<file path="config.mk">
export PLATFORM = sky130hd
export DESIGN_NAME = cn_msg_expander
export DESIGN_NICKNAME = d
export VERILOG_FILES = /design/src/rtl/ldpc_msg_pkg.sv /design/src/rtl/cn_sign_parity.sv /design/src/rtl/cn_msg_expander.sv
export SDC_FILE = /design/constraint.sdc
export NUM_CORES = 1
export LEC_CHECK = 0
export BUFFER_PORTS_ARGS = -buffer_cell sky130_fd_sc_hd__buf_2
export CAP_MARGIN = 20
export CORE_ASPECT_RATIO = 1.25
export CORE_MARGIN = 10
export CORE_UTILIZATION = 40
export DETAILED_ROUTE_END_ITERATION = 12
export PLACE_DENSITY = 0.62
export SLEW_MARGIN = 20
export SYNTH_ARGS = -nofsm -noshare
export SYNTH_HDL_FRONTEND = slang
export SYNTH_SLANG_ARGS = --single-unit
</file>
<file path="constraint.sdc">
create_clock -name clk -period 5.55 [get_ports clk]
set_input_delay 0.2775 -clock clk [delete_from_list [all_inputs] [get_ports clk]]
set_output_delay 0.2775 -clock clk [all_outputs]
set_load 0.03 [all_outputs]
</file>
<file path="src/rtl/ldpc_msg_pkg.sv">
// Shared LDPC message definitions: default widths, expander FSM encoding and
// the compressed check-node record exchanged between min-sum unit, store and expander.
package ldpc_msg_pkg;

   localparam int unsigned MAX_DEG = 20;
   localparam int unsigned MAG_W   = 4;
   localparam int unsigned IDX_W   = 5;
   localparam int unsigned OFFSET  = 1;

   localparam logic [0:0] ST_IDLE   = 1'b0;
   localparam logic [0:0] ST_STREAM = 1'b1;

   typedef struct packed {
      logic [MAG_W-1:0]   min1;
      logic [MAG_W-1:0]   min2;
      logic [IDX_W-1:0]   idx;
      logic [MAX_DEG-1:0] signs;
      logic [IDX_W-1:0]   deg;
   } cn_rec_t;

endpackage

</file>
<file path="src/rtl/cn_sign_parity.sv">
// Combinational sign parity of a check-node record: XOR of the sign bits of the
// active edges only; bits at or above the effective degree do not contribute.
module cn_sign_parity
   import ldpc_msg_pkg::*;
#(
   parameter int unsigned N_SIGNS = MAX_DEG,
   parameter int unsigned CNT_W   = IDX_W
)(
   input  logic [N_SIGNS-1:0] i_signs,
   input  logic [CNT_W-1:0]   i_deg_eff,
   output logic               o_par
);

   always_comb begin
      o_par = 1'b0;
      for (int e = 0; e < int'(N_SIGNS); e++) begin
         if (CNT_W'(e) < i_deg_eff) o_par = o_par ^ i_signs[e];
      end
   end

endmodule

</file>
<file path="src/rtl/cn_msg_expander.sv">
// Expands a compressed check-node record into per-edge offset-min-sum C2V
// messages, one edge per cycle, with valid/ready on both sides.
module cn_msg_expander
   import ldpc_msg_pkg::*;
(
   input  logic               clk,
   input  logic               rst,
   input  logic               in_valid,
   output logic               in_ready,
   input  logic [MAG_W-1:0]   in_min1,
   input  logic [MAG_W-1:0]   in_min2,
   input  logic [IDX_W-1:0]   in_min1_idx,
   input  logic [MAX_DEG-1:0] in_signs,
   input  logic [IDX_W-1:0]   in_deg,
   output logic               out_valid,
   input  logic               out_ready,
   output logic               out_sign,
   output logic [MAG_W-1:0]   out_mag,
   output logic [IDX_W-1:0]   out_edge,
   output logic               out_last
);

   logic [0:0]         r_state;
   logic [MAG_W-1:0]   r_min1;
   logic [MAG_W-1:0]   r_min2;
   logic [IDX_W-1:0]   r_idx;
   logic [MAX_DEG-1:0] r_signs;
   logic [IDX_W-1:0]   r_deg_eff;
   logic               r_par;

   logic               w_fire;
   logic               w_accept;
   logic               w_beat_en;
   logic [IDX_W-1:0]   w_deg_eff_in;
   logic               w_par_in;

   logic [MAG_W-1:0]   w_src_min1;
   logic [MAG_W-1:0]   w_src_min2;
   logic [IDX_W-1:0]   w_src_idx;
   logic [MAX_DEG-1:0] w_src_signs;
   logic [IDX_W-1:0]   w_src_deg;
   logic               w_src_par;
   logic [IDX_W-1:0]   w_src_edge;
   logic [MAG_W-1:0]   w_raw;

   logic               w_beat_sign;
   logic [MAG_W-1:0]   w_beat_mag;
   logic               w_beat_last;

   logic [0:0]         w_state_nxt;
   logic               w_valid_nxt;
   logic               w_sign_nxt;
   logic [MAG_W-1:0]   w_mag_nxt;
   logic [IDX_W-1:0]   w_edge_nxt;
   logic               w_last_nxt;

   assign w_fire       = out_valid & out_ready;
   assign w_deg_eff_in = (in_deg > IDX_W'(MAX_DEG)) ? IDX_W'(MAX_DEG) : in_deg;
   // A new record is taken while idle, or on the handshake of the last beat.
   assign in_ready     = ~rst & ((r_state == ST_IDLE) | (w_fire & out_last));
   assign w_accept     = in_valid & in_ready;
   assign w_beat_en    = (w_accept & (w_deg_eff_in != '0)) | (w_fire & ~out_last);

   cn_sign_parity #(
      .N_SIGNS (MAX_DEG),
      .CNT_W   (IDX_W)
   ) u_sign_parity (
      .i_signs   (in_signs),
      .i_deg_eff (w_deg_eff_in),
      .o_par     (w_par_in)
   );

   // Next beat comes from the incoming record on accept, else from the stored one.
   always_comb begin
      w_src_min1  = w_accept ? in_min1      : r_min1;
      w_src_min2  = w_accept ? in_min2      : r_min2;
      w_src_idx   = w_accept ? in_min1_idx  : r_idx;
      w_src_signs = w_accept ? in_signs     : r_signs;
      w_src_deg   = w_accept ? w_deg_eff_in : r_deg_eff;
      w_src_par   = w_accept ? w_par_in     : r_par;
      w_src_edge  = w_accept ? '0 : out_edge + IDX_W'(1);
      w_raw       = (w_src_edge == w_src_idx) ? w_src_min2 : w_src_min1;
      w_beat_mag  = (w_raw > MAG_W'(OFFSET)) ? w_raw - MAG_W'(OFFSET) : '0;
      w_beat_sign = w_src_par ^ w_src_signs[w_src_edge];
      w_beat_last = (w_src_edge == w_src_deg - IDX_W'(1));
   end

   always_comb begin
      w_state_nxt = r_state;
      w_valid_nxt = out_valid;
      w_sign_nxt  = out_sign;
      w_mag_nxt   = out_mag;
      w_edge_nxt  = out_edge;
      w_last_nxt  = out_last;
      case (r_state)
         ST_IDLE:   w_state_nxt = ST_IDLE;
         ST_STREAM: begin
            if (w_fire && out_last) begin
               w_state_nxt = ST_IDLE;
               w_valid_nxt = 1'b0;
            end
         end
         default:   w_state_nxt = ST_IDLE;
      endcase
      if (w_beat_en) begin
         w_state_nxt = ST_STREAM;
         w_valid_nxt = 1'b1;
         w_sign_nxt  = w_beat_sign;
         w_mag_nxt   = w_beat_mag;
         w_edge_nxt  = w_src_edge;
         w_last_nxt  = w_beat_last;
      end
   end

   always_ff @(posedge clk) begin
      if (rst) begin
         r_state   <= ST_IDLE;
         out_valid <= 1'b0;
         out_sign  <= 1'b0;
         out_mag   <= '0;
         out_edge  <= '0;
         out_last  <= 1'b0;
      end else begin
         r_state   <= w_state_nxt;
         out_valid <= w_valid_nxt;
         out_sign  <= w_sign_nxt;
         out_mag   <= w_mag_nxt;
         out_edge  <= w_edge_nxt;
         out_last  <= w_last_nxt;
      end
   end

   always_ff @(posedge clk) begin
      if (rst) begin
         r_min1    <= '0;
         r_min2    <= '0;
         r_idx     <= '0;
         r_signs   <= '0;
         r_deg_eff <= '0;
         r_par     <= 1'b0;
      end else if (w_accept) begin
         r_min1    <= in_min1;
         r_min2    <= in_min2;
         r_idx     <= in_min1_idx;
         r_signs   <= in_signs;
         r_deg_eff <= w_deg_eff_in;
         r_par     <= w_par_in;
      end
   end

endmodule

</file>
==> out/qor.yml <==
final_layout:
  drive_gt1_share_pct: 19.0
  finalNonFillerCells: 537
  final_nets: 487
  num_antenna_cells: 0
  area_growth_syn_to_layout_pct: 13.7
  fin_area_mm2: 0.00366
clocking:
  cts_tree: "yes"
  cts_resized: 0
  hold_buffers: 0
  postCtsSetupBuffers: 0
  clockBufferDepth: 2
  clock-sinks: 52
  clock_latency_ps: 310
  clk_pin_slew_ps: 100
  h-tree-depth: 2
  numCtsBuffers: 5
  cts_root_buf: "clkbuf_8"
sta:
  min_period_ps: 3670
  whs_ps: 213
  fin_skew_ps: 4.54
  hold_viol: 0
  slew_violations: 0
  fin_crit_sh_pct: 66.1
  timing.setup.tns_ps: 0
  timing.fmax_mhz: 273
  rsz0062_at_grt: "no"
  setup_viol: 0
  slew_headroom_pct: 28.2
  tightest_slew_ps: 1080
global_routing:
  grt_overflow_total: 0
  grt_max_degree: 55
  track_usage_pct: 14.7
  grt_pass1_vias: 2955
  grt_pass1_wl_um: 14800
  antenna_found_initial: 0
power_and_ir_drop:
  power_density_mw_per_mm2: 273
  pwr-share-clk_pct: 35.5
  power_frac_comb_pct: 23.4
  p_int_mw: 0.718
  peakVddDrop_mv: 0.156
  power.switching_mw: 0.281
  p_sw_share_pct: 28.1
  power_frac_seq_pct: 41.1
  p_leak_nw: 1.44
critical_path:
  critPathArrivalTime_ps: 3920
  path_class: "reg -> reg"
  end_kind: "flip-flop"
  worstPathRequired_ps: 5800
  worst_path_max_delay_cell: "dfxtp_1"
  slowest_delay_ps: 650
  cp_cell_sequence: "ha_1, nand3_1, xnor2_1, o211a_2, and2_1, o221a_2, ha_1, nor2_1, nor3_1, a211oi_2, or4b_1, nand3_1"
  cp_max_fo: 11
  crit_path_start_kind: "flip-flop"
logic_synthesis:
  ys.warnings.count: 0
  synthFlopType: "dfxtp_1"
  synth-seq-area-share_pct: 32.4
  yosysTopAreaCell: "dfxtp_1"
  synth_top_area_share_pct: 32.4
  ys_ff_latch: 52
  yosysMostFrequentCell: "nand2_1"
  muxShareOfSynthArea_pct: 6.42
  synthXorXnorAreaFrac_pct: 9.92
  synth_common_cells: "nand2_1, a21oi_1, dfxtp_1"
  synthSimpleGateAreaFrac_pct: 21.9
  synth_top_family_by_area: "compound AO/OA/AOI/OAI gates"
  synth-edff-count: 0
  async_flop_share_pct: 0
  synthCells: 404
  synth-compound-area-share_pct: 22.7
  synthAdderAreaFrac_pct: 1.87
  synthesis.nets: 450
  netlist_area_mm2: 0.00322
  synth.distinct_cells: 65
  netlist_top_cells_area: "dfxtp_1, nand2_1, a21oi_1"
  syn_area_per_cell_um2: 7.96
place:
  gp_congestion: 0.885
  dp_cells: 529
  place_hpwl_um: 6940
  post_dp_cell_area_mm2: 0.00350
  numPortBuffers: 54
floorplanning:
  start_util_pct: 41.0
  die_w_um: 100
  fp.dieH_um: 120
  core_area_mm2: 0.00784
  ioPinCount: 55
  die_area_mm2: 0.0121
  rows: 36
route:
  drc_errors: 0
  drtPass1Iterations: 4
  via_per_inst: 5.59
  routedWlPerCell_um: 16.9
  drt_iter0_drc: 157
  routed_wl_um: 9100
  ant_nets: 0
  vias: 3000
status:
  outcome: "finished, final reports clean"
run:
  cap_violations: 0
min_path:
  hold_class: "in -> reg"
[cell type report]
type,count,area [um^2]
multi-input cells,320,2030
flip-flops and latches,52,1040
clock buffers,5,68.8
repair buffers,56,285
inverters,6,22.5
fillers,839,4180
clock inverters,3,90.1
well taps,95,119
[power groups by stage]
stage          Combinational [mW]  Clock, mW  Sequential, mW
4_1_cts                     0.235      0.361           0.411
5_1_grt                     0.258      0.379           0.413
6_report                    0.234      0.355           0.411
3_3_place_gp                0.229          0           0.419
3_5_place_dp                0.234          0           0.419
2_1_floorplan               0.166          0           0.423
[cell families after synthesis]
kind of cell | Yosys count
compound gates | 113
simple gates | 158
fa+ha+maj | 5
flops | 52
buf+inv | 32
mux | 14
xor+xnor | 30
[sequential cells by signal (all words and copies together) (netlist names)]
register and flops:
out_edge 5, out_last 1, out_mag 4, out_sign 1, out_valid 1, r_deg_eff 5, r_idx 5, r_min1 4
r_min2 4, r_par 1, r_signs 20, r_state 1
[worst max-delay path: cells and delay by family, from the launching register on]
kind            cells  cell delay (ps)
simple gates        6             1260
compound gates      3              890
flops               1              650
fa+ha+maj           2              610
xor+xnor            1              200
[stage by stage]
stage               utilization, %  worst slack, ps  total power, mW
floorplan                        -             2310            0.589
global placement              44.6             2040            0.648
detailed placement            44.6             1920            0.653
CTS                           46.6             1890             1.01
global route                  46.6             1520             1.05
finish                        46.6             1880            0.999
[per-layer routing]
metal	wire length (um)	global-route usage, %	up-vias
met5	0	0	-
li1	-	-	1502
met2	4580	25.7	63
met4	176	4.69	0
met1	3960	17.4	1422
met3	385	3.13	13
[placed cells by master, fill, tap and decap left out, types with 2 or more instances in the layout]
master	synthesis	layout
nand4_1	3	3
o41ai_1	2	2
a31o_1	2	2
xnor3_1	3	3
and3_1	3	3
mux4_2	5	5
nor3_1	8	8
clkbuf_8	0	5
nand3b_1	2	2
ha_1	4	4
nand2_1	85	85
o22ai_1	3	3
inv_1	6	6
buf_2	3	54
nor2_1	26	26
nor2b_1	4	4
a211oi_1	2	2
mux2i_1	6	6
buf_4	4	2
a21o_1	3	3
a22oi_1	7	7
dfxtp_1	52	52
xor2_1	10	10
o21ai_1	3	3
bufinv_16	0	3
a211oi_2	2	2
nand3_1	14	14
a31oi_1	4	4
a21oi_1	52	52
mux2_2	3	3
o21ai_0	14	14
xnor2_1	15	15
and2_1	3	3
[worst paths after layout]
path         cells past startpoint                      from  slack [ps]                       to
max                             12  out_edge[0]$_SDFFE_PP0P_        1880  out_mag[3]$_SDFFE_PP0P_
max reg2reg                     12  out_edge[0]$_SDFFE_PP0P_        1880  out_mag[3]$_SDFFE_PP0P_
min                              3            in_min1_idx[2]         210      r_idx[2]$_SDFF_PP0_
min reg2reg                      2     r_signs[0]$_SDFF_PP0_         460    r_signs[0]$_SDFF_PP0_
Power figures use the tool's default switching activity.
